`src/rtl/long_wb_scoreboard_pkg.sv`:
```
// rtl/long_wb_scoreboard_pkg.sv - shared widths and entry type for the long-latency writeback scoreboard
//
// Purpose: register-index width and the scoreboard entry record.
// Ports: none (package).
package long_wb_scoreboard_pkg;

  // Register-file address width (stands in for the core's MYRISCV_REGADDRBUS define).
  localparam int REGADDRBUS = 5;

  typedef struct packed {
    logic                  vld;
    logic [REGADDRBUS-1:0] rd;
  } sb_entry_t;

endpackage

```
`src/rtl/long_wb_scoreboard_sb_free_pick.sv`:
```
// rtl/long_wb_scoreboard_sb_free_pick.sv - lowest-set-bit one-hot finder over the free-slot vector
//
// Purpose: picks the lowest-index free scoreboard slot.
// Ports:
//   i_free [DEPTH]  1 = slot is free
//   o_oh   [DEPTH]  one-hot of the lowest free slot (all zero if none)
//   o_any           at least one slot is free
module sb_free_pick #(
  parameter int DEPTH = 4
) (
  input  logic [DEPTH-1:0] i_free,
  output logic [DEPTH-1:0] o_oh,
  output logic             o_any
);

  // Scan from the top down so the last hit written is the lowest index.
  always_comb begin
    o_oh = '0;
    for (int i = DEPTH - 1; i >= 0; i--) begin
      if (i_free[i]) begin
        o_oh    = '0;
        o_oh[i] = 1'b1;
      end
    end
  end

  assign o_any = |i_free;

endmodule

```
`src/rtl/long_wb_scoreboard.sv`:
```
// rtl/long_wb_scoreboard.sv - pending-destination scoreboard for long-latency instructions
//
// Purpose: records destinations of outstanding long instructions between dispatch
// and writeback, stalls dispatch on RAW/WAW hazards or when full, frees entries on
// the writeback arbiter's clear pulse.
// Ports:
//   clk, rst_n                     clock, asynchronous active-low reset
//   disp_vld / disp_rdy            dispatch handshake (disp_rdy independent of disp_vld)
//   disp_long                      instruction allocates an entry on fire
//   disp_rd_en, disp_rd            destination
//   disp_rs1_en/rs1, rs2_en/rs2    sources
//   clr_req, clr_idx               writeback clear of a pending destination
//   pend_cnt, empty, full          occupancy, registered-state derived
//   clr_err                        sticky: a clear matched no valid entry
module long_wb_scoreboard
  import long_wb_scoreboard_pkg::*;
#(
  parameter int DEPTH = 4,
  parameter int CW    = $clog2(DEPTH + 1)
) (
  input  logic                  clk,
  input  logic                  rst_n,
  input  logic                  disp_vld,
  output logic                  disp_rdy,
  input  logic                  disp_long,
  input  logic                  disp_rd_en,
  input  logic [REGADDRBUS-1:0] disp_rd,
  input  logic                  disp_rs1_en,
  input  logic [REGADDRBUS-1:0] disp_rs1,
  input  logic                  disp_rs2_en,
  input  logic [REGADDRBUS-1:0] disp_rs2,
  input  logic                  clr_req,
  input  logic [REGADDRBUS-1:0] clr_idx,
  output logic [CW-1:0]         pend_cnt,
  output logic                  empty,
  output logic                  full,
  output logic                  clr_err
);

  sb_entry_t        r_ent [DEPTH];
  logic [CW-1:0]    r_cnt;
  logic             r_clr_err;

  logic [DEPTH-1:0] w_free;
  logic [DEPTH-1:0] w_free_oh;
  logic             w_free_any;
  logic [DEPTH-1:0] w_clr_hit;
  logic             w_raw;
  logic             w_waw;
  logic             w_full;
  logic             w_alloc_en;
  logic             w_fire;
  logic             w_alloc;
  logic             w_clr_any;

  // Hazards and clear matches look only at registered entries, so a clear in
  // this cycle cannot unblock a stalled instruction until the next cycle.
  always_comb begin
    w_raw     = 1'b0;
    w_waw     = 1'b0;
    w_free    = '0;
    w_clr_hit = '0;
    for (int i = 0; i < DEPTH; i++) begin
      w_free[i] = ~r_ent[i].vld;
      if (r_ent[i].vld) begin
        if (disp_rs1_en && (disp_rs1 != '0) && (r_ent[i].rd == disp_rs1)) w_raw = 1'b1;
        if (disp_rs2_en && (disp_rs2 != '0) && (r_ent[i].rd == disp_rs2)) w_raw = 1'b1;
        if (disp_rd_en  && (disp_rd  != '0) && (r_ent[i].rd == disp_rd))  w_waw = 1'b1;
        w_clr_hit[i] = (r_ent[i].rd == clr_idx);
      end
    end
  end

  sb_free_pick #(.DEPTH(DEPTH)) u_free_pick (
    .i_free (w_free),
    .o_oh   (w_free_oh),
    .o_any  (w_free_any)
  );

  assign w_full     = (r_cnt == CW'(DEPTH));
  assign w_alloc_en = disp_rd_en & (disp_rd != '0);
  assign disp_rdy   = ~w_raw & ~w_waw & ~(disp_long & w_alloc_en & w_full);
  assign w_fire     = disp_vld & disp_rdy;
  // w_free_any is implied by ~w_full; kept as a guard against a stale count.
  assign w_alloc    = w_fire & disp_long & w_alloc_en & w_free_any;
  assign w_clr_any  = clr_req & (|w_clr_hit);

  // The allocated slot comes from the pre-clear free set and the cleared slot is
  // a valid one, so the two updates never touch the same entry.
  always_ff @(posedge clk or negedge rst_n) begin
    if (!rst_n) begin
      for (int i = 0; i < DEPTH; i++) r_ent[i] <= '0;
      r_cnt     <= '0;
      r_clr_err <= 1'b0;
    end else begin
      for (int i = 0; i < DEPTH; i++) begin
        if (clr_req && w_clr_hit[i]) r_ent[i].vld <= 1'b0;
        if (w_alloc && w_free_oh[i]) begin
          r_ent[i].vld <= 1'b1;
          r_ent[i].rd  <= disp_rd;
        end
      end
      if (clr_req && !(|w_clr_hit)) r_clr_err <= 1'b1;
      case ({w_alloc, w_clr_any})
        2'b10:   r_cnt <= r_cnt + CW'(1);
        2'b01:   r_cnt <= r_cnt - CW'(1);
        default: r_cnt <= r_cnt;
      endcase
    end
  end

  assign pend_cnt = r_cnt;
  assign empty    = (r_cnt == '0);
  assign full     = w_full;
  assign clr_err  = r_clr_err;

endmodule

```
`config.mk`:
```
export PLATFORM = sky130hd
export DESIGN_NAME = long_wb_scoreboard
export DESIGN_NICKNAME = d
export VERILOG_FILES = /design/src/rtl/long_wb_scoreboard_pkg.sv /design/src/rtl/long_wb_scoreboard_sb_free_pick.sv /design/src/rtl/long_wb_scoreboard.sv
export SDC_FILE = /design/constraint.sdc
export NUM_CORES = 1
export LEC_CHECK = 0
export ABC_AREA = 1
export ABC_CLOCK_PERIOD_IN_PS = 2900
export CAP_MARGIN = 40
export CORE_UTILIZATION = 45
export DETAILED_ROUTE_END_ITERATION = 12
export PLACE_DENSITY = 0.68
export SYNTH_ARGS = -nofsm -noshare
export SYNTH_HDL_FRONTEND = slang
export SYNTH_SLANG_ARGS = --single-unit
```
`constraint.sdc`:
```
create_clock -name clk -period 2.9 [get_ports clk]
set_clock_uncertainty 0.05 [all_clocks]
set_input_delay 0.58 -clock clk [delete_from_list [all_inputs] [get_ports clk]]
set_output_delay 0.58 -clock clk [all_outputs]
set_load 0.02 [all_outputs]
```
==> results of run 1 <==
==> cell usage in the layout (no fill, tap or decap), types with 2 or more instances in the layout <==
cell type / n
o21ai_1: 7
inv_2: 13
o21ai_0: 6
dfrtp_1: 28
nor3_1: 7
xnor2_1: 8
nand3_1: 14
nand4_1: 28
nand2_2: 3
dlymetal6s2s_1: 13
inv_1: 29
xor2_1: 31
buf_4: 26
a21oi_1: 5
dlygate4sd2_1: 5
clkbuf_8: 3
o22ai_1: 8
nand2_1: 138
a21oi_2: 2
buf_6: 3
nor2_2: 5
nor2_1: 39
clkdlybuf4s50_1: 15
==> worst register-to-register path: cells and delay by family, from the launching register on <==
| kind | cells | cell delay, ns |
|---|---|---|
| flip-flops | 1 | 0.52 |
| buffers and inverters | 2 | 0.21 |
| adder cells (fa/ha/maj) | 2 | 0.52 |
| XOR/XNOR | 1 | 0.14 |
| AO/OA/AOI/OAI | 2 | 0.25 |
| AND/OR/NAND/NOR | 9 | 0.71 |
==> logic make-up (layout without fill, tap and decap cells) <==
kind of cell / after synthesis / in the layout / synth area share [%]
adders and majority gates: 2 / 2 / 1.231
buffers and inverters: 72 / 109 / 13.40
xor gates and xnor gates: 39 / 39 / 12.93
DFF: 28 / 28 / 26.52
AOI/OAI and AO/OA: 33 / 33 / 7.386
and+or+nand+nor: 237 / 237 / 38.54
==> cell type report <==
type                    instances  area (µm²)
clock buffers                   3       41.29
inverters                      43       162.7
well taps                      72       90.09
repair buffers                 63       590.6
flip-flops and latches         28       700.7
fillers                       569        2375
multi-input cells             311        1614
==> stage by stage <==
stage          util (%)  hold slack [ns]  std cells  cell area, µm²
2_1_floorplan         -           0.2344        411            2643
3_3_place_gp      55.47           0.3977        516            3092
3_5_place_dp      55.47           0.4197        516            3092
4_1_cts           56.12           0.4459        519            3128
5_1_grt           57.40           0.4737        520            3199
6_report          57.40           0.4360        520            3199
==> registers in the layout (all words and copies together) (netlist names) <==
register,flops
clr_err,1
pend_cnt,3
r_ent,24
==> timing repair <==
item | 4_1_cts | 5_1_grt
gates resized for setup | 11 | 24
endpoints found under the setup margin | 3 | 3
pin swaps | 0 | 4
buffers inserted | 0 | 1
==> power by group <==
| part | total [mW] | internal [mW] | switching (mW) |
|---|---|---|---|
| Sequential | 0.953 | 0.561 | 0.393 |
| Combinational | 1.39 | 0.594 | 0.799 |
| Clock | 0.211 | 0.0932 | 0.118 |
| Total | 2.56 | 1.25 | 1.31 |
==> per-layer routing <==
layer / share of wire, % / global-route usage, % / vias up
met5: 0 / 0 / -
met4: 4.7 / 16.30 / 0
met3: 5.8 / 2.558 / 32
met2: 46 / 44.87 / 110
met1: 44 / 33.45 / 1274
li1: - / - / 1373
==> worst max-delay path by stage <==
stage | end | slack (ns) | cells past startpoint
4_1_cts | pend_cnt[2] | 0.01 | 18
3_5_place_dp | disp_rdy | -0.54 | 9
6_report | pend_cnt[2] | 0.18 | 17
2_1_floorplan | pend_cnt[2] | 0.21 | 12
3_3_place_gp | disp_rdy | -0.56 | 9
5_1_grt | pend_cnt[2] | 0.005 | 14
==> impl_metrics.ini, run 1 <==
[global_routing]
grt_usage_pct = 26.92
overflow = 0
grt_pass1_wl_um = 12880
grt_max_degree = 29
grt_pass1_vias = 2750
antenna_found_initial = 0

[worst_setup_path]
worst_setup_path_start_kind = input port
cp-end-kind = register
crit_slowest_cell = fa_1
worst_path_largest_cell_delay_ns = 0.37
arrival_ns = 2.83
r2r_slack_ns = 0.40
path_class = in -> reg
rr_endpoint = pend_cnt[2]
cp_cell_sequence = dlygate4sd2_1 > buf_4 > xnor2_1 > nand2_1 > nor2_1 > nand3_1 > nand2_1 > nand2_1 > nand2_2 > nor3_4 > nand2_1 > ha_1 > inv_1 > fa_1 > a21oi_1 > o21ai_1 > xor2_1
crit_buf_inv = 3
crit_family = simple AND/OR/NAND/NOR gates
critPathMaxFanout = 5
critical_path_required_ns = 3.01
path_common_cell = nand2_1
r2r-start = r_ent[1]
rr_worst_depth = 16
crit_start = disp_rs1[1]

[layout]
final_nets = 480
syn_to_final_growth_pct = 21.07
drive_above_1_share_pct = 14.06
diodes = 0

[die]
dieArea_um2 = 6183
core_um2 = 5574
num_rows = 27
die_y_um = 78.63
io_pins = 35
fp.dieW_um = 78.63
initial_core_util_pct = 47.41

[yosys]
ys_ff_latch = 28
postSynth.asyncResetShare_pct = 100.0
yosys_warnings = 0
post_synth_instance_area_um2 = 2643
post-synth-top-count-cell = nand2_1
synthCells = 411
synth_ff_type = dfrtp_1
ys_seq_area_share_pct = 26.52
yosys.area.top_type = dfrtp_1
ys_types = 29
yosys-top-cells-count = 138 x nand2_1, 42 x nor2_1, 31 x inv_1, 31 x xor2_1
synth_top_area_share_pct = 26.52
synth_edf_count = 0
syn_avg_cell_area_um2 = 6.430
syn_nets = 441
synth.top_cells.by_area = dfrtp_1 27%, nand2_1 20%, xor2_1 10%

[clock_network]
hold_buffers = 0
clkTransAtPathRegs_ns = 0.09
cts_buffers = 3
clk_latency_ns = 0.27
cts_sinks = 28
cts_tree = yes
cts-root-buf = clkbuf_8
h-tree-depth = 1
clockBufferDepth = 2

[sta]
fmax_mhz = 367.5
finalHoldViolCount = 0
rsz0062_at_grt = false
worst_pin_slew_ns = 0.7021
slew_headroom_pct = 52.84
setup_viol = 0
fin_crit_sh_pct = 93.84
slew_viol_final = 0
layout_setup_ws_ns = 0.1787
fin_tns_setup_ns = 0
period_minus_slack_ns = 2.721

[drt]
ant_nets = 0
drt_pass1_iterations = 7
wl_per_cell_um = 15.02
drt-initial-drc-count = 202
drcViolationCount = 0
num_vias = 2789
wirelength_um = 7808
viasPerCell = 5.363

[worst_hold_path]
hold_end = clr_err
hold_start = clr_err
min_path_cells = 1
holdCritPathClass = reg -> reg

[placement]
dp_hpwl_um = 6127
pre_cts_ws_ns = -0.5374
io_buffers = 34
gp_congestion = 0.9261

[power]
power_mw = 2.557
peakVddDrop_v = 0.0004005
p_per_area_nw_per_um2 = 799.3
p_leak_nw = 1.745

[run_status]
status = finished clean

[run]
cap_violations = 0
Note: power is estimated with default switching activity, not from simulation.
==> run 2, diff against run 1 <==
ABC_CLOCK_PERIOD_IN_PS = 3100   (was 2900)
CAP_MARGIN = 10   (was 40)
clock period = 3.1 ns   (was 2.9 ns; I/O delays follow)
==> impl_metrics.ini, run 2 (synthesized netlist as in run 1, its figures left out) <==
[global_routing]
grt_usage_pct = 26.93
grt_pass1_wl_um = 12790
overflow = 0
antenna_found_initial = 0
grt_pass1_vias = 2668
grt_max_degree = 29

[worst_setup_path]
arrival_ns = 3.11
worst_setup_path_start_kind = input port
path_class = in -> reg
r2r-start = r_ent[16]
rr_endpoint = pend_cnt[2]
critical_path_required_ns = 3.21
rr_worst_depth = 17
critPathMaxFanout = 5
cp-end-kind = register
r2r_slack_ns = 0.46

[die]
dieArea_um2 = 6183
fp.dieW_um = 78.63
io_pins = 35
num_rows = 27
core_um2 = 5574
die_y_um = 78.63
initial_core_util_pct = 47.41

[power]
combPwrFrac_pct = 51.2
intPower_mw = 1.237
power.share.switching_pct = 50.16
peakVddDrop_v = 0.0005135
p_leak_nw = 1.672
clkPwrFrac_pct = 11.6
p_per_area_nw_per_um2 = 786.4
power_mw = 2.482
pwr-share-seq_pct = 37.2
p_switching_mw = 1.245

[layout]
stdcell_area_um2 = 3157
final_cell_mix = 138 x nand2_1, 41 x nor2_1, 31 x inv_1, 31 x xor2_1
final_nets = 476
largest_reg_flops = 24
syn_to_final_growth_pct = 19.46
instances_no_fill = 517
diodes = 0
fillers = 541
largest_register = r_ent
fin_util_pct = 56.63
mostFrequentLayoutCell = nand2_1
drive_above_1_share_pct = 11.91

[sta]
slew_viol_final = 0
rsz0062_at_grt = true
fmax_mhz = 333.3
fin_crit_sh_pct = 96.78
period_minus_slack_ns = 3.000
worst_pin_slew_ns = 0.8126
setup_viol = 0
slew_headroom_pct = 45.41
finalHoldViolCount = 0

[placement]
io_buffers = 34
dp.cells = 513
dpl_cell_area_um2 = 3069
gp_congestion = 0.9370
dp_hpwl_um = 6150

[run]
cap_violations = 0

[clock_network]
cts_tree = yes
h-tree-depth = 1
clkTransAtPathRegs_ns = 0.10
clockBufferDepth = 2
cts_buffers = 3
cts_sinks = 28
clk_latency_ns = 0.27
cts-root-buf = clkbuf_8

[drt]
wl_per_cell_um = 15.43
num_vias = 2785
drt-initial-drc-count = 242
viasPerCell = 5.387
drt_pass1_iterations = 5
drcViolationCount = 0
ant_nets = 0
wirelength_um = 7976

[worst_hold_path]
hold_end = clr_err
hold_start = clr_err
holdCritPathClass = reg -> reg
min_path_cells = 1

[run_status]
status = finished clean
[run 2: changes by cell type in the layout (fill, tap and decap cells not counted), sizes merged]
| cell | change |
|---|---|
| clkbuf | +1 |
| dlygate4sd2 | -3 |
| buf | -5 |
| dlymetal6s2s | -7 |
| clkdlybuf4s50 | +10 |
| bufinv | +1 |
[run 2: final cells by class]
| cell class | count | area [µm²] | share of cell area (%) |
|---|---|---|---|
| Multi-Input combinational cell | 311 | 1593 | 50.46 |
| Sequential cell | 28 | 700.7 | 22.20 |
| Timing Repair Buffer | 59 | 539.3 | 17.08 |
| Inverter | 43 | 162.7 | 5.153 |
| Tap cell | 72 | 90.09 | 2.854 |
| Clock buffer | 3 | 41.29 | 1.308 |
| Clock inverter | 1 | 30.03 | 0.9512 |
[run 2: power groups by stage]
stage	clock network [mW]	registers [mW]	logic (mW)
floorplan	0	0.679	1.06
global placement	0	0.906	1.24
detailed placement	0	0.906	1.26
CTS	0.289	0.898	1.26
global route	0.307	0.936	1.43
finish	0.288	0.923	1.27
[run 2: stage by stage]
stage / setup TNS (ns) / hold slack, ns / worst slack (ns)
after floorplan: 0 / 0.2744 / 0.4105
after detailed placement: -0.9264 / 0.4104 / -0.3727
after global routing: -0.04629 / 0.4439 / -0.03984
final: 0 / 0.4382 / 0.09972
after global placement: -0.7692 / 0.3986 / -0.3365
after CTS: 0 / 0.4371 / 0.001695
[run 2: worst max-delay path by stage]
stage / startpoint / end / cells past startpoint
after detailed placement: disp_rd[2] / disp_rdy / 10
after global routing: disp_rs1[1] / pend_cnt[2] / 17
after global placement: disp_rd[2] / disp_rdy / 10
after CTS: disp_rd[0] / disp_rdy / 10
final: disp_rs1[1] / pend_cnt[2] / 17
after floorplan: pend_cnt[0] / pend_cnt[2] / 12
[run 2: repair_timing]
item / in CTS / in global routing
buffers inserted: 0 / 0
endpoints found under the setup margin: 2 / 3
pin swaps: 1 / 1
gates resized for setup: 3 / 12
hold buffers: 0 / 0
[run 2: worst max-delay path: stages]
cell and delay [ns]:
clkdlybuf4s50_1 0.50, buf_4 0.19, xor2_1 0.15, nor2_1 0.16, nand3_1 0.10, nand2_1 0.07
nand2_1 0.06, nand2_2 0.11, nor3_4 0.06, buf_4 0.13, nand2_1 0.06, ha_1 0.14
inv_1 0.06, fa_2 0.33, a21oi_1 0.14, o21ai_1 0.11, xor2_1 0.15
[run 2: layer usage]
metal,GRT usage [%],share of wire [%],vias up
met1,35.33,44,1256
met5,0,0,-
met3,2.326,5.4,29
met2,44.87,46,132
li1,-,-,1368
met4,11.85,3.9,0
